<file path="src/rtl/ad_fft_pkg.sv">
// Shared types and default sizing for the ADC-to-FFT framing path.
// Used by ad_frame_ctrl and ad_clk_div.
package ad_fft_pkg;

    localparam int FFT_FRAME_LEN = 1024;
    localparam int AD_SAMPLE_DIV = 50;
    localparam int AD_DW         = 16;

    typedef enum logic [1:0] {
        IDLE    = 2'd0,
        CAPTURE = 2'd1,
        DRAIN   = 2'd2
    } state_t;

endpackage

</file>
<file path="src/rtl/ad_clk_div.sv">
// Free-running sample divider: produces the ADC sample clock and a one-cycle
// sample tick on the last count of each period.
module ad_clk_div
    import ad_fft_pkg::*;
#(
    parameter int SAMPLE_DIV = AD_SAMPLE_DIV
) (
    input  logic clk,
    input  logic rst_n,
    output logic ad_clk,
    output logic tick
);

    localparam int CW = $clog2(SAMPLE_DIV);
    localparam logic [CW-1:0] CNT_LAST = CW'(SAMPLE_DIV - 1);
    localparam logic [CW-1:0] CNT_HALF = CW'(SAMPLE_DIV / 2);

    logic [CW-1:0] r_div_cnt;

    always_ff @(posedge clk) begin
        if (!rst_n) begin
            r_div_cnt <= '0;
        end else if (r_div_cnt == CNT_LAST) begin
            r_div_cnt <= '0;
        end else begin
            r_div_cnt <= r_div_cnt + CW'(1);
        end
    end

    // ad_clk is high in the first half of the period so the tick lands late in the low phase.
    assign ad_clk = (r_div_cnt < CNT_HALF);
    assign tick   = (r_div_cnt == CNT_LAST);

endmodule

</file>
<file path="src/rtl/ad_frame_ctrl.sv">
// Frames ADC samples into FRAME_LEN-long valid/ready bursts with sop/eop for the FFT.
// Build option: define AD_FRAME_SIGNED_EN to convert offset-binary samples to two's complement.
module ad_frame_ctrl
    import ad_fft_pkg::*;
#(
    parameter int FRAME_LEN  = FFT_FRAME_LEN,
    parameter int SAMPLE_DIV = AD_SAMPLE_DIV,
    parameter int DW         = AD_DW
) (
    input  logic          clk,
    input  logic          rst_n,
    input  logic          start,
    input  logic          cont,
    input  logic [DW-1:0] ad_data,
    output logic          ad_clk,
    output logic          sink_valid,
    output logic          sink_sop,
    output logic          sink_eop,
    output logic [DW-1:0] sink_data,
    input  logic          sink_ready,
    output logic          busy,
    output logic          frame_done,
    output logic          overrun,
    output state_t        dbg_state
);

    localparam int IW = $clog2(FRAME_LEN);
    localparam logic [IW-1:0] IDX_LAST = IW'(FRAME_LEN - 1);

    logic          w_tick;
    logic          w_accept;
    logic [DW-1:0] w_sample;

    state_t        r_state;
    logic [IW-1:0] r_idx;
    logic          r_valid;
    logic          r_sop;
    logic          r_eop;
    logic [DW-1:0] r_data;
    logic          r_frame_done;
    logic          r_overrun;

    ad_clk_div #(
        .SAMPLE_DIV (SAMPLE_DIV)
    ) u_clk_div (
        .clk    (clk),
        .rst_n  (rst_n),
        .ad_clk (ad_clk),
        .tick   (w_tick)
    );

`ifdef AD_FRAME_SIGNED_EN
    assign w_sample = {~ad_data[DW-1], ad_data[DW-2:0]};
`else
    assign w_sample = ad_data;
`endif

    assign w_accept = r_valid && sink_ready;

    always_ff @(posedge clk) begin
        if (!rst_n) begin
            r_state      <= IDLE;
            r_idx        <= '0;
            r_valid      <= 1'b0;
            r_sop        <= 1'b0;
            r_eop        <= 1'b0;
            r_data       <= '0;
            r_frame_done <= 1'b0;
            r_overrun    <= 1'b0;
        end else begin
            r_frame_done <= 1'b0;
            // A load on the same edge below overrides this clear.
            if (w_accept) begin
                r_valid <= 1'b0;
            end
            case (r_state)
                IDLE: begin
                    if (start) begin
                        r_state   <= CAPTURE;
                        r_idx     <= '0;
                        r_overrun <= 1'b0;
                    end
                end
                CAPTURE: begin
                    if (w_tick) begin
                        if (r_valid && !sink_ready) begin
                            // Previous sample never left: abandon the frame.
                            r_overrun <= 1'b1;
                            r_valid   <= 1'b0;
                            r_state   <= IDLE;
                            r_idx     <= '0;
                        end else begin
                            r_data  <= w_sample;
                            r_valid <= 1'b1;
                            r_sop   <= (r_idx == '0);
                            r_eop   <= (r_idx == IDX_LAST);
                            if (r_idx == IDX_LAST) begin
                                r_idx   <= '0;
                                r_state <= DRAIN;
                            end else begin
                                r_idx <= r_idx + IW'(1);
                            end
                        end
                    end
                end
                DRAIN: begin
                    if (w_accept && r_eop) begin
                        r_frame_done <= 1'b1;
                        r_idx        <= '0;
                        r_state      <= cont ? CAPTURE : IDLE;
                    end
                end
                default: begin
                    r_state <= IDLE;
                end
            endcase
        end
    end

    assign sink_valid = r_valid;
    assign sink_sop   = r_sop;
    assign sink_eop   = r_eop;
    assign sink_data  = r_data;
    assign busy       = (r_state != IDLE);
    assign frame_done = r_frame_done;
    assign overrun    = r_overrun;
    assign dbg_state  = r_state;

endmodule

</file>
<file path="config.mk">
export PLATFORM = sky130hd
export DESIGN_NAME = ad_frame_ctrl
export DESIGN_NICKNAME = d
export VERILOG_FILES = /design/src/rtl/ad_fft_pkg.sv /design/src/rtl/ad_clk_div.sv /design/src/rtl/ad_frame_ctrl.sv
export SDC_FILE = /design/constraint.sdc
export NUM_CORES = 1
export LEC_CHECK = 0
export ABC_CLOCK_PERIOD_IN_PS = 2070
export CAP_MARGIN = 5
export CORE_MARGIN = 4
export CORE_UTILIZATION = 48
export CTS_CLUSTER_DIAMETER = 200
export DETAILED_ROUTE_END_ITERATION = 12
export PLACE_DENSITY_LB_ADDON = 0.3
export SLEW_MARGIN = 20
export SYNTH_ARGS = -nofsm -noshare
export SYNTH_HDL_FRONTEND = slang
export SYNTH_HIERARCHICAL = 1
export SYNTH_SLANG_ARGS = --single-unit
</file>
<file path="constraint.sdc">
create_clock -name clk -period 2.07 [get_ports clk]
set_input_delay 0.414 -clock clk [delete_from_list [all_inputs] [get_ports clk]]
set_output_delay 0.414 -clock clk [all_outputs]
set_load 0.01 [all_outputs]
</file>
==> results of run 1 <==
sequential cells by signal (all words and copies together), names as in the netlist:
signal               flops
sink_eop                 1
sink_data               16
dbg_state                2
sink_sop                 1
sink_valid               1
u_clk_div/r_div_cnt      6
r_idx                   10
overrun                  1
frame_done               1
how the worst min path moves through the flow:
stage                                   to  slack (ns)  cells past startpoint
floorplan           u_clk_div/r_div_cnt[0]        0.45                      1
global placement                  sink_sop        0.44                      2
detailed placement                sink_sop        0.45                      2
CTS                               sink_sop        0.46                      2
global route                  sink_data[6]        0.47                      2
finish                            sink_sop        0.45                      2
through the flow:
| stage | cells | hold WS [ns] | instance area (µm²) | setup WS, ns |
|---|---|---|---|---|
| after global placement | 299 | 0.4407 | 2288 | 0.1156 |
| after global routing | 309 | 0.4713 | 2434 | 0.0003118 |
| after CTS | 307 | 0.4570 | 2405 | 0.04969 |
| after floorplan | 210 | 0.4548 | 1782 | 0.2630 |
| after detailed placement | 299 | 0.4465 | 2288 | 0.01935 |
| final | 309 | 0.4540 | 2434 | 0.1062 |
layout make-up:
cell class / instances / area (µm²)
Clock buffer: 6 / 82.58
Clock inverter: 2 / 35.03
Sequential cell: 39 / 780.7
Inverter: 10 / 37.54
Fill cell: 290 / 1035
Multi-Input combinational cell: 152 / 923.4
Timing Repair Buffer: 54 / 516.7
Tap cell: 46 / 57.56
worst max-delay path, stage by stage, from the launching register on:
cell and delay [ns]:
sky130_fd_sc_hd__dfxtp_1 0.56, sky130_fd_sc_hd__nor2_1 0.11, sky130_fd_sc_hd__inv_1 0.06, sky130_fd_sc_hd__clkdlybuf4s50_1 0.52
power breakdown:
group,total (mW),internal [mW],switching [mW]
Sequential,0.773,0.760,0.0128
Clock,0.658,0.390,0.269
Combinational,0.139,0.0770,0.0622
Total,1.57,1.23,0.344
placed cells by master, fill, tap and decap left out, types with 2 or more instances in the layout:
cell	n
sky130_fd_sc_hd__a211oi_1	4
sky130_fd_sc_hd__a211oi_2	3
sky130_fd_sc_hd__a21oi_1	21
sky130_fd_sc_hd__and2_1	5
sky130_fd_sc_hd__and3_1	5
sky130_fd_sc_hd__and4_1	2
sky130_fd_sc_hd__buf_4	9
sky130_fd_sc_hd__clkbuf_8	6
sky130_fd_sc_hd__clkdlybuf4s50_1	44
sky130_fd_sc_hd__dfxtp_1	39
sky130_fd_sc_hd__ha_1	5
sky130_fd_sc_hd__inv_1	10
sky130_fd_sc_hd__mux2i_1	2
sky130_fd_sc_hd__nand2_1	40
sky130_fd_sc_hd__nand2b_1	3
sky130_fd_sc_hd__nand3_1	4
sky130_fd_sc_hd__nand4_1	3
sky130_fd_sc_hd__nand4b_1	3
sky130_fd_sc_hd__nor2_1	10
sky130_fd_sc_hd__nor3_1	5
sky130_fd_sc_hd__o211ai_1	2
sky130_fd_sc_hd__o21ai_0	5
sky130_fd_sc_hd__o21ai_1	3
sky130_fd_sc_hd__or3_1	5
sky130_fd_sc_hd__xnor2_1	2
sky130_fd_sc_hd__xor2_1	2
metal layers:
| layer | global-route usage, % | part of all wire, % |
|---|---|---|
| met1 | 22.17 | 44 |
| met2 | 26.79 | 46 |
| met3 | 4.700 | 7.1 |
| met4 | 10.22 | 2.0 |
| met5 | 0 | 0 |
timing repair:
item / CTS / global route
setup endpoints to repair: 1 / 10
setup buffers: 0 / 1
resized for setup: 1 / 3
gates cloned: 0 / 1
pin swaps: 0 / 1
logic make-up (layout without fill, tap and decap cells):
family | count (synthesis) | in the layout | synth area share [%]
compound gates | 47 | 48 | 17.42
xor+xnor | 4 | 4 | 1.967
fa+ha+maj | 5 | 5 | 3.511
buf+inv | 20 | 72 | 5.548
flops | 39 | 39 | 43.82
mux | 3 | 3 | 1.966
simple gates | 92 | 92 | 25.77
==> flow_summary.json, run 1 <==
{
  "synth.most_common_cell": "sky130_fd_sc_hd__nand2_1",
  "insertedDiodeCount": 0,
  "slew_violations": 0,
  "vias_per_cell": 5.333,
  "critical_path.endpoint_type": "output port",
  "grt_first_pass_wirelength_um": 6120,
  "syn_area_per_cell_um2": 8.484,
  "clock_tree_from_tritoncts": "done",
  "overflow": 0,
  "post_route_cells_drive_above_1_share_pct": 11.41,
  "die-area_um2": 4751,
  "pin_slew_with_the_least_headroom_to_its_limit_ns": 0.4765,
  "worst_hold_path_type": "flip-flop to flip-flop",
  "synthTopCellsByArea": "sky130_fd_sc_hd__dfxtp_1 44%, sky130_fd_sc_hd__nand2_1 8.4%, sky130_fd_sc_hd__a21oi_1 5.9%",
  "antenna_found_initial": 0,
  "finalCoreUtilization_pct": 70.17,
  "grt_setup_unrepaired": "false",
  "cts_root_buf": "sky130_fd_sc_hd__clkbuf_8",
  "clk_latency_ns": 0.30,
  "outcome": "complete, no violations",
  "finalPower_mw": 1.571,
  "core_area_um2": 3468,
  "floorplan.die.width_um": 68.93,
  "detail_route.drc_violations": 0,
  "syn-cell-area_um2": 1782,
  "critical_path.endpoint": "busy",
  "synth-main-ff-cell": "sky130_fd_sc_hd__dfxtp_1",
  "top_area_cell_type_share_of_the_netlist_area_pct": 43.82,
  "synth.net_count": 236,
  "timing.critical_path.from": "dbg_state[0]",
  "start_util_pct": 51.37,
  "cts-buffers-inserted": 5,
  "dr_total_vias": 1648,
  "min_period_ns": 1.964,
  "drt_pre_antenna_iters": 4,
  "worstSetupStartpointType": "flip-flop",
  "synthesis_warning_total": 6,
  "first_global_vias": 1354,
  "port-buffer-count": 45,
  "post-dp-hpwl_um": 2843,
  "clock_path_buffers": 2,
  "cp_data_required_time_ns": 1.66,
  "finalClockSkew_ns": 0.002149,
  "groute.usage.overall_pct": 17.57,
  "power.ir.vdd_worst_uv": 564.3,
  "htreeDepth": 2,
  "detail_route.iter0.violations": 125,
  "io-pin-count": 46,
  "maxCapViolCount": 0,
  "synth-seq-cells": 39,
  "synthCells": 210,
  "critical_path_peak_fanout": 10,
  "cts_hold_repair.buffers": 0,
  "final-hold-violation-count": 0,
  "clock_sink_count": 39,
  "synthDominantAreaCellType": "sky130_fd_sc_hd__dfxtp_1",
  "part_of_the_cycle_the_worst_path_needs_pct": 94.87,
  "reg2reg_slack_ns": 0.15,
  "grt_start_max_net_pins": 20,
  "p_leak_nw": 0.8738,
  "timing.final.setup_violations": 0,
  "post_synthesis_async_set_or_reset_flop_share_pct": 0,
  "critical_path_arrival_ns": 1.55,
  "worst_r2r_path_depth": 8,
  "fmaxAchievable_ghz": 0.5092,
  "final_net_count": 288,
  "timing.slew.headroom_pct": 68.02,
  "gpl.final_weighted_congestion": 0.8260,
  "syn_to_final_growth_pct": 36.59,
  "holdCritStartpoint": "sink_sop",
  "criticalPathCategory": "flip-flop to output port",
  "floorplan.die.height_um": 68.93,
  "route.final.wire_length_um": 4189,
  "power_density_nw_per_um2": 645.6,
  "detail_routed_net_length_per_standard_cell_um": 13.56,
  "worstReg2RegEnd": "r_idx[5]",
  "fin_tns_setup_ns": 0,
  "ys_top_cells_by_count": "40 x sky130_fd_sc_hd__nand2_1, 39 x sky130_fd_sc_hd__dfxtp_1, 21 x sky130_fd_sc_hd__a21oi_1",
  "std_cell_rows": 21,
  "path_clk_slew_ns": 0.07,
  "postRouteAntennaNets": 0,
  "synth_edf_count": 0,
  "seq_area_frac_synth_pct": 43.82,
  "synth_cell_types": 43,
  "r2r-start": "u_clk_div/r_div_cnt[1]"
}
Power figures use the tool's default switching activity.
==> run 2, diff against run 1 <==
- GPL_TIMING_DRIVEN: not set -> 1
==> results of run 2 <==
No change in the layout: final DEF, timing and power equal those of run 1.
==> run 3, diff against run 2 <==
- CORE_UTILIZATION: 48 -> 40
==> run 3 against run 2 <==
  * Sequential share of layout area grew 0.52 points
  * Worst setup slack gained 0.025 ns
  * Utilization shrank 15 points
  * Final cell count grew 1.3%
  * Power shrank 10%
  * First-iteration DRC count shrank 36%
  * Register-to-register slack lost 0.02 ns
  * Critical path depth is the same
  * Clock power shrank 24%
  * Cell area shrank 1.6%
  * Wire length shrank 3.3%
  * Sequential power is essentially flat
  * Highest routed layer unchanged
==> flow_summary.json, run 3 (synthesis results as in run 1) <==
{
  "outcome": "complete, no violations",
  "std_cell_rows": 24,
  "maxCapViolCount": 0,
  "largest_reg_flops": 16,
  "critical_path_arrival_ns": 1.53,
  "detail_routed_net_length_per_standard_cell_um": 12.94,
  "place_inst": 303,
  "groute.usage.overall_pct": 14.34,
  "grt_first_pass_wirelength_um": 6279,
  "cts_root_buf": "sky130_fd_sc_hd__clkbuf_8",
  "antenna_found_initial": 0,
  "floorplan.die.height_um": 74.74,
  "cts-buffers-inserted": 5,
  "critical_path_peak_fanout": 10,
  "floorplan.die.width_um": 74.74,
  "clock_path_buffers": 2,
  "clk_latency_ns": 0.29,
  "post_route_cells_drive_above_1_share_pct": 9.962,
  "p_leak_nw": 0.8479,
  "route.final.wire_length_um": 4050,
  "power.ir.vdd_worst_uv": 306.4,
  "fmaxAchievable_ghz": 0.5157,
  "reg2reg_slack_ns": 0.13,
  "overflow": 0,
  "detailedPlace.worstSlack_ns": 0.07671,
  "gpl.final_weighted_congestion": 0.7870,
  "die-area_um2": 5586,
  "slew_violations": 0,
  "clock_tree_from_tritoncts": "done",
  "detail_route.drc_violations": 0,
  "port-buffer-count": 45,
  "first_global_vias": 1439,
  "grt_start_max_net_pins": 31,
  "insertedDiodeCount": 0,
  "num-fill-cells": 418,
  "fin_tns_setup_ns": 0,
  "timing.final.setup_violations": 0,
  "detail_route.iter0.violations": 80,
  "final-hold-violation-count": 0,
  "layoutNonFillerInstCount": 313,
  "grt_setup_unrepaired": "false",
  "syn_to_final_growth_pct": 34.41,
  "postRouteAntennaNets": 0,
  "vias_per_cell": 5.112,
  "timing.slew.headroom_pct": 68.78,
  "htreeDepth": 2,
  "core_area_um2": 4324,
  "part_of_the_cycle_the_worst_path_needs_pct": 93.68,
  "start_util_pct": 41.20,
  "drt_pre_antenna_iters": 4,
  "most_common_library_cell_in_the_layout_ignoring_fill_and_taps": "sky130_fd_sc_hd__clkdlybuf4s50_1",
  "layout_common_cells": "44 x sky130_fd_sc_hd__clkdlybuf4s50_1, 40 x sky130_fd_sc_hd__nand2_1, 39 x sky130_fd_sc_hd__dfxtp_1",
  "dr_total_vias": 1600,
  "worstSetupStartpointType": "flip-flop",
  "postPlaceCellArea_um2": 2293,
  "finalClockSkew_ns": 0.005292,
  "pin_slew_with_the_least_headroom_to_its_limit_ns": 0.4652,
  "path_clk_slew_ns": 0.08,
  "post-dp-hpwl_um": 2821,
  "clock_sink_count": 39,
  "criticalPathCategory": "flip-flop to output port",
  "io-pin-count": 46,
  "cp_data_required_time_ns": 1.66,
  "worst_hold_path_type": "flip-flop to flip-flop",
  "postLayoutCellArea_um2": 2395,
  "final_net_count": 286,
  "post-route-worst-setup-slack_ns": 0.1308,
  "power_density_nw_per_um2": 588.9,
  "min_period_ns": 1.939,
  "critical_path.endpoint_type": "output port"
}
## run 3: critical path, stage by stage, from the launching register on
cell	delay, ns
sky130_fd_sc_hd__dfxtp_1	0.55
sky130_fd_sc_hd__nor2_1	0.11
sky130_fd_sc_hd__inv_1	0.06
sky130_fd_sc_hd__clkdlybuf4s50_1	0.52
## run 3: final cells by class
class | count | area (µm²) | area share (%)
multi-input cells | 152 | 912.1 | 38.09
clock inverters | 2 | 12.51 | 0.5225
inverters | 10 | 37.54 | 1.567
well taps | 52 | 65.06 | 2.717
repair buffers | 52 | 514.2 | 21.47
clock buffers | 6 | 72.57 | 3.030
flip-flops and latches | 39 | 780.7 | 32.60
## run 3: final timing paths
kind,cells past startpoint,endpoint,start
setup / recovery,3,busy,dbg_state[0]
hold / removal,2,sink_data[4],sink_data[4]
setup reg to reg,8,r_idx[4],u_clk_div/r_div_cnt[1]
hold reg to reg,2,sink_data[4],sink_data[4]
## run 3: where the power goes
| part | switching (mW) | internal [mW] |
|---|---|---|
| clock network | 0.265 | 0.235 |
| registers | 0.0125 | 0.760 |
| logic | 0.0610 | 0.0762 |
## run 3: through the flow
step	hold slack, ns	power [mW]	utilization (%)
after floorplan	0.4548	0.8573	-
after detailed placement	0.4453	0.9228	53.04
final	0.4536	1.410	55.38
after CTS	0.4568	1.427	54.98
after global placement	0.4411	0.9228	53.04
after global routing	0.4665	1.477	55.38
## run 3: timing repair
item / CTS / global route
gates resized for setup: 1 / 1
hold endpoints to repair: 0 / 0
buffers inserted: 0 / 1
setup endpoints to repair: 1 / 4
gates cloned: 0 / 1
pin swaps: 0 / 1
hold buffers: 0 / 0
## run 3: routing by layer
metal	GRT usage, %	share of wire [%]	wire, µm
met3	4.406	5.9	237
met1	18.80	46	1870
met5	0	0	0
met2	23.12	48	1930
met4	3.557	0.30	12
